[src/rtl/clint_reg_arbiter.sv]
// Round-robin arbiter sharing the CLINT register port between NumReq requesters.
// One access at a time: grant (IDLE), register access (ACCESS), response pulse (RESP).
module clint_reg_arbiter #(
  parameter int unsigned NumReq    = 2,
  parameter int unsigned AddrWidth = 64,
  parameter int unsigned DataWidth = 64
) (
  input  logic                              clk_i,
  input  logic                              rst_ni,
  input  logic [NumReq-1:0]                 req_i,
  input  logic [NumReq-1:0]                 we_i,
  input  logic [NumReq*AddrWidth-1:0]       addr_i,
  input  logic [NumReq*(DataWidth/8)-1:0]   be_i,
  input  logic [NumReq*DataWidth-1:0]       wdata_i,
  output logic [NumReq-1:0]                 gnt_o,
  output logic [NumReq-1:0]                 rvalid_o,
  output logic [DataWidth-1:0]              rdata_o,
  output logic                              en_o,
  output logic                              we_o,
  output logic [AddrWidth-1:0]              address_o,
  output logic [DataWidth/8-1:0]            be_o,
  output logic [DataWidth-1:0]              data_o,
  input  logic [DataWidth-1:0]              data_i
);

  localparam int unsigned BeWidth = DataWidth / 8;
  localparam int unsigned IdxW    = (NumReq > 1) ? $clog2(NumReq) : 1;

  typedef enum logic [1:0] {IDLE, ACCESS, RESP} state_e;

  state_e                 state_q, state_d;
  logic [IdxW-1:0]        ptr_q, idx_q, win;
  logic                   any_req, found;
  logic [NumReq-1:0]      upper;
  logic                   we_q, we_sel;
  logic [AddrWidth-1:0]   addr_q, addr_sel;
  logic [BeWidth-1:0]     be_q, be_sel;
  logic [DataWidth-1:0]   wdata_q, wdata_sel, rdata_q;

  // Winner: first request at or after ptr_q, otherwise the first one below it.
  always_comb begin
    win     = '0;
    found   = 1'b0;
    any_req = |req_i;
    upper   = '0;
    for (int unsigned i = 0; i < NumReq; i++) begin
      upper[i] = req_i[i] && (i >= 32'(ptr_q));
    end
    for (int unsigned i = 0; i < NumReq; i++) begin
      if (!found && upper[i]) begin
        win   = IdxW'(i);
        found = 1'b1;
      end
    end
    for (int unsigned i = 0; i < NumReq; i++) begin
      if (!found && req_i[i]) begin
        win   = IdxW'(i);
        found = 1'b1;
      end
    end
  end

  // Payload mux for the winning requester.
  always_comb begin
    we_sel    = 1'b0;
    addr_sel  = '0;
    be_sel    = '0;
    wdata_sel = '0;
    for (int unsigned i = 0; i < NumReq; i++) begin
      if (IdxW'(i) == win) begin
        we_sel    = we_i[i];
        addr_sel  = addr_i[i*AddrWidth +: AddrWidth];
        be_sel    = be_i[i*BeWidth +: BeWidth];
        wdata_sel = wdata_i[i*DataWidth +: DataWidth];
      end
    end
  end

  always_ff @(posedge clk_i or negedge rst_ni) begin
    if (!rst_ni) state_q <= IDLE;
    else         state_q <= state_d;
  end

  // Next state and port outputs.
  always_comb begin
    state_d   = state_q;
    gnt_o     = '0;
    rvalid_o  = '0;
    en_o      = 1'b0;
    we_o      = 1'b0;
    address_o = '0;
    be_o      = '0;
    data_o    = '0;
    unique case (state_q)
      IDLE: begin
        if (any_req) begin
          for (int unsigned i = 0; i < NumReq; i++) gnt_o[i] = (IdxW'(i) == win);
          state_d = ACCESS;
        end
      end
      ACCESS: begin
        en_o      = 1'b1;
        we_o      = we_q;
        address_o = addr_q;
        be_o      = be_q;
        data_o    = wdata_q;
        state_d   = RESP;
      end
      RESP: begin
        for (int unsigned i = 0; i < NumReq; i++) rvalid_o[i] = (IdxW'(i) == idx_q);
        state_d = IDLE;
      end
      default: state_d = IDLE;
    endcase
  end

  // Grant bookkeeping, latched payload and captured read data.
  always_ff @(posedge clk_i or negedge rst_ni) begin
    if (!rst_ni) begin
      ptr_q   <= '0;
      idx_q   <= '0;
      we_q    <= 1'b0;
      addr_q  <= '0;
      be_q    <= '0;
      wdata_q <= '0;
      rdata_q <= '0;
    end else begin
      if (state_q == IDLE && any_req) begin
        idx_q   <= win;
        ptr_q   <= (win == IdxW'(NumReq - 1)) ? '0 : win + IdxW'(1);
        we_q    <= we_sel;
        addr_q  <= addr_sel;
        be_q    <= be_sel;
        wdata_q <= wdata_sel;
      end
      if (state_q == ACCESS) begin
        rdata_q <= we_q ? '0 : data_i;
      end
    end
  end

  assign rdata_o = rdata_q;

endmodule
[config.mk]
export PLATFORM = sky130hd
export DESIGN_NAME = clint_reg_arbiter
export DESIGN_NICKNAME = d
export VERILOG_FILES = /design/src/rtl/clint_reg_arbiter.sv
export SDC_FILE = /design/constraint.sdc
export NUM_CORES = 1
export LEC_CHECK = 0
export CAP_MARGIN = 20
export CORE_AREA = 8 8 209 211
export CTS_CLUSTER_SIZE = 20
export DETAILED_ROUTE_END_ITERATION = 10
export DIE_AREA = 0 0 217 219
export PLACE_DENSITY = 0.63
export SLEW_MARGIN = 20
export SYNTH_ARGS = -nofsm -noshare
export SYNTH_HDL_FRONTEND = slang
export SYNTH_SLANG_ARGS = --single-unit
[constraint.sdc]
create_clock -name clk_i -period 5.01 [get_ports clk_i]
set_clock_uncertainty 0.05 [all_clocks]
set_input_delay 1.503 -clock clk_i [delete_from_list [all_inputs] [get_ports clk_i]]
set_output_delay 1.503 -clock clk_i [all_outputs]
set_load 0.05 [all_outputs]
### Yosys cells after proc, flatten, opt, wreduce, memory -nomap -nowiden

Index checks and enable logic that the tools add are counted.

| storage, ports and cells | value |
|---|---|
| bits in registers | 205 |
| output and inout bits | 206 |
| word-level logic and storage cells | 47 |

| operators by class | value |
|---|---|
| add/subtract/negate cells | 1 |
| order comparisons | 1 |
| equal/unequal tests | 3 |
| muxes and demuxes | 22 |
| bitwise gates (word level) | 2 |
| reductions and logical operators | 10 |

Operator list:

| operator | count |
|---|---|
| $mux W64 | 5 |
| $mux W8 | 2 |
| $mux W1 | 10 |
| $mux W2 | 4 |
| $logic_and A1 B1 Y1 | 5 |
| $pmux W2 S2 | 1 |
| $logic_not A1 Y1 | 3 |
| $eq A2 B1 Y1 const B | 1 |
| $eq A2 B2 Y1 const B | 1 |
| $logic_not A2 Y1 | 1 |
| $ne A2 B2 Y1 const B | 1 |
| $not A1 Y1 | 2 |
| $reduce_or A2 Y1 | 1 |
| $add A1 B1 Y1 const B | 1 |
| $ge A1 B1 Y1 const A | 1 |

### Logic depth before layout (Yosys ltp)

| depth | value |
|---|---|
| depth in word-level cells | 15 |
| depth in mapped cells | 7 |
| depth with buffers taken out | 4 |

### Worst setup path after synthesis

Ideal clock, no wire load.

| timing path | value |
|---|---|
| path kind | input to output |
| start | input req_i[0] |
| end | output gnt_o[1] |
| arrival | 2.057 ns |
| required time | 3.457 ns |
| slack | 1.400 ns |
| cell stages on the path | 3 |
| buffers on the path | 1 |
| cells stage by stage | nand2b_1 -> and3_1 -> buf_2 |

| between the ends | value |
|---|---|
| cells in the longest elaborated chain, start to end | 13 |

Ends and longest elaborated chain:

| what | RTL line | source |
|---|---|---|
| start, declared | 10 | `input logic [NumReq-1:0] req_i,` |
| $logic_and A1 B1 Y1 | 47 | `upper[i] = req_i[i] && (i >= 32'(ptr_q));` |
| $mux W1 | 50 | `if (!found && upper[i]) begin` |
| $logic_not A1 Y1 | 50 |  |
| $logic_and A1 B1 Y1 | 50 |  |
| $mux W1 | 50 |  |
| $logic_not A1 Y1 | 56 | `if (!found && req_i[i]) begin` |
| $logic_and A1 B1 Y1 | 56 |  |
| $mux W1 | 56 |  |
| $logic_not A1 Y1 | 56 |  |
| $logic_and A1 B1 Y1 | 56 |  |
| $mux W1 | 56 |  |
| $mux W2 * | 96 | `if (any_req) begin` |
| $mux W2 * | 94 | `unique case (state_q)` |
| end, declared | 15 | `output logic [NumReq-1:0] gnt_o,` |

Mark *: on every way between the ends. The rest lies on a longest branch, timed or not.

### Worst setup path in the final report

| timing path | value |
|---|---|
| start | register state_q[1] |
| end | output address_o[54] |

| between the ends | value |
|---|---|
| cells in the longest elaborated chain, start to end | 2 |

Ends and longest elaborated chain:

| what | RTL line | source |
|---|---|---|
| start, declared | 31 | `state_e state_q, state_d;` |
| start signal, assigned | 81 | `else state_q <= state_d;` |
| $eq A2 B1 Y1 | 94 |  |
| $mux W64 | 94 |  |
| end, declared | 20 | `output logic [AddrWidth-1:0] address_o,` |

No other way between the ends.

==> run summary <==
outcome: complete, no violations
mapped cell area: 0.0100 mm2
part of the Yosys area used for sequential elements: 51.2%
final period demand of the worst path: 4560 ps
CP Data Required Time: 3460 ps
I/O pin count: 548
biggest cell delay along the critical path: 840 ps
number of fill cells: 3931
maximum count of clock buffers along a single path: 3
fraction of layout instances using a drive strength above 1: 5.08%
initial drt markers: 718
routed length on met3: 3.25 mm
setup bufs post-CTS: 0
endpoint of the worst hold-timing path: rdata_o[29]
number of max-slew violations in the final report: 0
number of global-route vias before repair: 10.4k
number of nets with antenna violations after routing: 0
worst path bufs/invs: 3
area share of the largest cell type after synthesis: 51.2%
Switching Share: 47.5%
uppermost layer routed: met4
average vias per placed instance: 4.91
sequential cell fraction of total power: 24.9%
final-report hold violation count: 0
kind of start point of the critical path: register
Synth Warn #: 0
type of the most critical hold path: reg2reg
Max Cap Viol: 0
wire length after detailed routing: 43.6 mm
net total in the final layout: 1820
clock sink count: 205
share of power burned in the clock network: 16.3%
data arrival time of the critical path: 3010 ps
TritonRoute pass-1 iters: 4
crit path max-delay cell type: sky130_fd_sc_hd__clkdlybuf4s50_1
period utilisation layout: 91.0%
Stages on worst setup path: 5
Overflow after GRT: 0
actual slew at the worst max-slew pin: 964 ps
syn avg cell area: 10.2 um2
average routed wire per standard cell: 21.5 um
destination of the worst register-to-register timing path: wdata_q[17]
hold buffers post-CTS: 0
RePlAce Congestion: 0.855
initial cell density of the core: 24.8%
Die W: 217 um
worst hold path cell count: 2
post-synthesis cell count: 985
Register-to-Register Setup Slack: 2470 ps
cell type contributing the most total cell area after synthesis: sky130_fd_sc_hd__dfrtp_1
launch instance of the worst register-to-register path: state_q[1]
Max VDD drop: 0.000423 V
Die ar.: 0.0475 mm2
Setup TNS Final: 0 ps
cell family with the largest share of critical-path delay: buffers and inverters
total of cells resized after clock tree synthesis: 0
number of H-tree levels: 1
syn nets: 1327
main area contributors after synthesis: sky130_fd_sc_hd__dfrtp_1 (51%), sky130_fd_sc_hd__a221o_1 (11%), sky130_fd_sc_hd__and2_1 (8.5%)
die span in y: 219 um
CTS clk-pin slew, worst paths: 60 ps
overall track demand over capacity in global routing: 17.1%
pin count of the biggest net entering global routing: 98
insertion delay of the later-clocked pin in the worst-skew pair: 540 ps
R2R depth: 5
first-pass GRT wire length: 64.7 mm
Slew Limit Headroom: 35.7%
root buf cell: sky130_fd_sc_hd__clkbuf_16
RSZ-0062 raised after global routing: no
DRT met1 WL: 17.6 mm
Port-buffer cells: 547
hpwl dp: 31.2 mm
number of antenna violations at the first check in global routing: 1
count of cell types in the netlist: 27
NetSw: 5.47 mW
final core occ: 41.6%
clock tree from TritonCTS: built
synth-to-layout area growth: 67.6%
critical path type: reg2out
timing-limited maximum frequency: 219 MHz
Min-Delay Startpoint: rdata_o[29]
list of cells traversed by the critical path: nand2b_2, inv_4, buf_4, and2_1, clkdlybuf4s50_1
total internal power: 6.05 mW
Combinational Power Share: 58.8%
area of the core region: 0.0404 mm2
final count of negative-setup-slack endpoints: 0
number of buffers added by the clock tree synthesis step: 26
row count: 74
static leakage power: 7.03 nW
CP max FO: 54
routed via count: 9964
pwr/cell area: 686 mW/mm2
#FFs+latches synth: 205
nature of the critical path endpoint: output port
metal2 WL: 21.5 mm
post-detailed-route DRC marker count: 0
## logic make-up (layout without fill, tap and decap cells)
logic type / count (synthesis) / count (layout) / share of synthesized area, %
compound gates: 304 / 304 / 23.7
buf+inv: 108 / 619 / 4.86
flops: 205 / 205 / 51.2
other cells: 0 / 1 / 0
simple gates: 368 / 368 / 20.2
## layout make-up
cell class	count	area, um2	area share [%]
multi-input combinational	672	4430	26.3
sequential	205	5130	30.5
antenna	1	2.50	0.0149
timing repair buffer	569	5700	33.9
clock buffer	36	769	4.58
clock inverter	10	87.6	0.521
inverter	4	17.5	0.104
tap	532	666	3.96
## tightest hold or removal path, cell delays in order, from the launching register on
cell and delay (ps):
sky130_fd_sc_hd__dfrtp_1 340, sky130_fd_sc_hd__nand2_1 50, sky130_fd_sc_hd__nand2_1 50
## layer usage
layer | vias to the layer above | track usage, %
met5 | - | 0
met4 | 0 | 4.85
met3 | 67 | 4.46
met2 | 397 | 28.6
met1 | 4970 | 21.6
li1 | 4530 | -
## flip-flops by register name, indices dropped and copies added (netlist names)
register / flops
addr_q: 64
rdata_o: 64
wdata_q: 64
be_q: 8
state_q: 2
idx_q: 1
ptr_q: 1
we_q: 1
## cell usage after synthesis
cell,n
sky130_fd_sc_hd__and3_1,1
sky130_fd_sc_hd__clkbuf_1,40
sky130_fd_sc_hd__nand3b_1,64
sky130_fd_sc_hd__or2_1,1
sky130_fd_sc_hd__a31oi_1,28
sky130_fd_sc_hd__a21boi_1,108
sky130_fd_sc_hd__inv_1,1
sky130_fd_sc_hd__buf_4,2
sky130_fd_sc_hd__and3b_1,1
sky130_fd_sc_hd__a21oi_1,28
sky130_fd_sc_hd__o21ai_0,27
sky130_fd_sc_hd__a21o_1,2
sky130_fd_sc_hd__buf_2,59
sky130_fd_sc_hd__nor2b_1,1
sky130_fd_sc_hd__inv_2,3
sky130_fd_sc_hd__nand2b_1,2
sky130_fd_sc_hd__a221o_1,109
sky130_fd_sc_hd__nor3b_1,1
sky130_fd_sc_hd__and2_1,137
sky130_fd_sc_hd__nand2_1,130
sky130_fd_sc_hd__a21boi_0,1
sky130_fd_sc_hd__and3_4,1
sky130_fd_sc_hd__o21ai_1,1
sky130_fd_sc_hd__dfrtp_1,205
sky130_fd_sc_hd__nand3_1,28
sky130_fd_sc_hd__nor2_1,1
sky130_fd_sc_hd__buf_1,3
## metrics by stage
stage | area [um2] | total power [mW] | std cells | hold WS, ps | setup WS [ps]
6_report | 16800 | 11.5 | 2029 | 413 | 450
5_1_grt | 16800 | 12.1 | 2029 | 439 | 236
4_1_cts | 16800 | 11.6 | 2028 | 418 | 346
3_5_place_dp | 15900 | 9.69 | 1982 | 405 | 603
3_3_place_gp | 15900 | 9.63 | 1982 | 400 | 567
2_1_floorplan | 10000 | 7.30 | 985 | 415 | 1400
## power by group through the flow
stage	Clock (mW)	Sequential, mW	Combinational (mW)
after floorplan	0	3.55	3.75
final	1.87	2.87	6.78
after global routing	2.00	2.96	7.18
after global placement	0	2.86	6.77
after detailed placement	0	2.87	6.82
after CTS	1.94	2.87	6.83
## worst max-delay path by stage
stage,start,end
after floorplan,req_i[0],gnt_o[1]
after global placement,req_i[1],gnt_o[0]
after detailed placement,req_i[1],addr_q[37]
after CTS,state_q[1],data_o[31]
after global routing,state_q[1],address_o[54]
final,state_q[1],address_o[54]
## layout by cell type, fill, tap and decap left out, types with 2 or more instances in the layout
master	netlist	final
sky130_fd_sc_hd__a21boi_1	108	108
sky130_fd_sc_hd__a21o_1	2	2
sky130_fd_sc_hd__a21oi_1	28	28
sky130_fd_sc_hd__a221o_1	109	109
sky130_fd_sc_hd__a31oi_1	28	28
sky130_fd_sc_hd__and2_1	137	137
sky130_fd_sc_hd__and3_4	1	2
sky130_fd_sc_hd__buf_12	0	5
sky130_fd_sc_hd__buf_4	2	19
sky130_fd_sc_hd__clkbuf_1	40	3
sky130_fd_sc_hd__clkbuf_16	0	27
sky130_fd_sc_hd__clkbuf_8	0	7
sky130_fd_sc_hd__clkdlybuf4s50_1	0	544
sky130_fd_sc_hd__clkinv_2	0	6
sky130_fd_sc_hd__dfrtp_1	205	205
sky130_fd_sc_hd__inv_2	3	2
sky130_fd_sc_hd__nand2_1	130	130
sky130_fd_sc_hd__nand3_1	28	28
sky130_fd_sc_hd__nand3b_1	64	64
sky130_fd_sc_hd__o21ai_0	27	27
No activity file was read; power rests on OpenSTA's default activity.
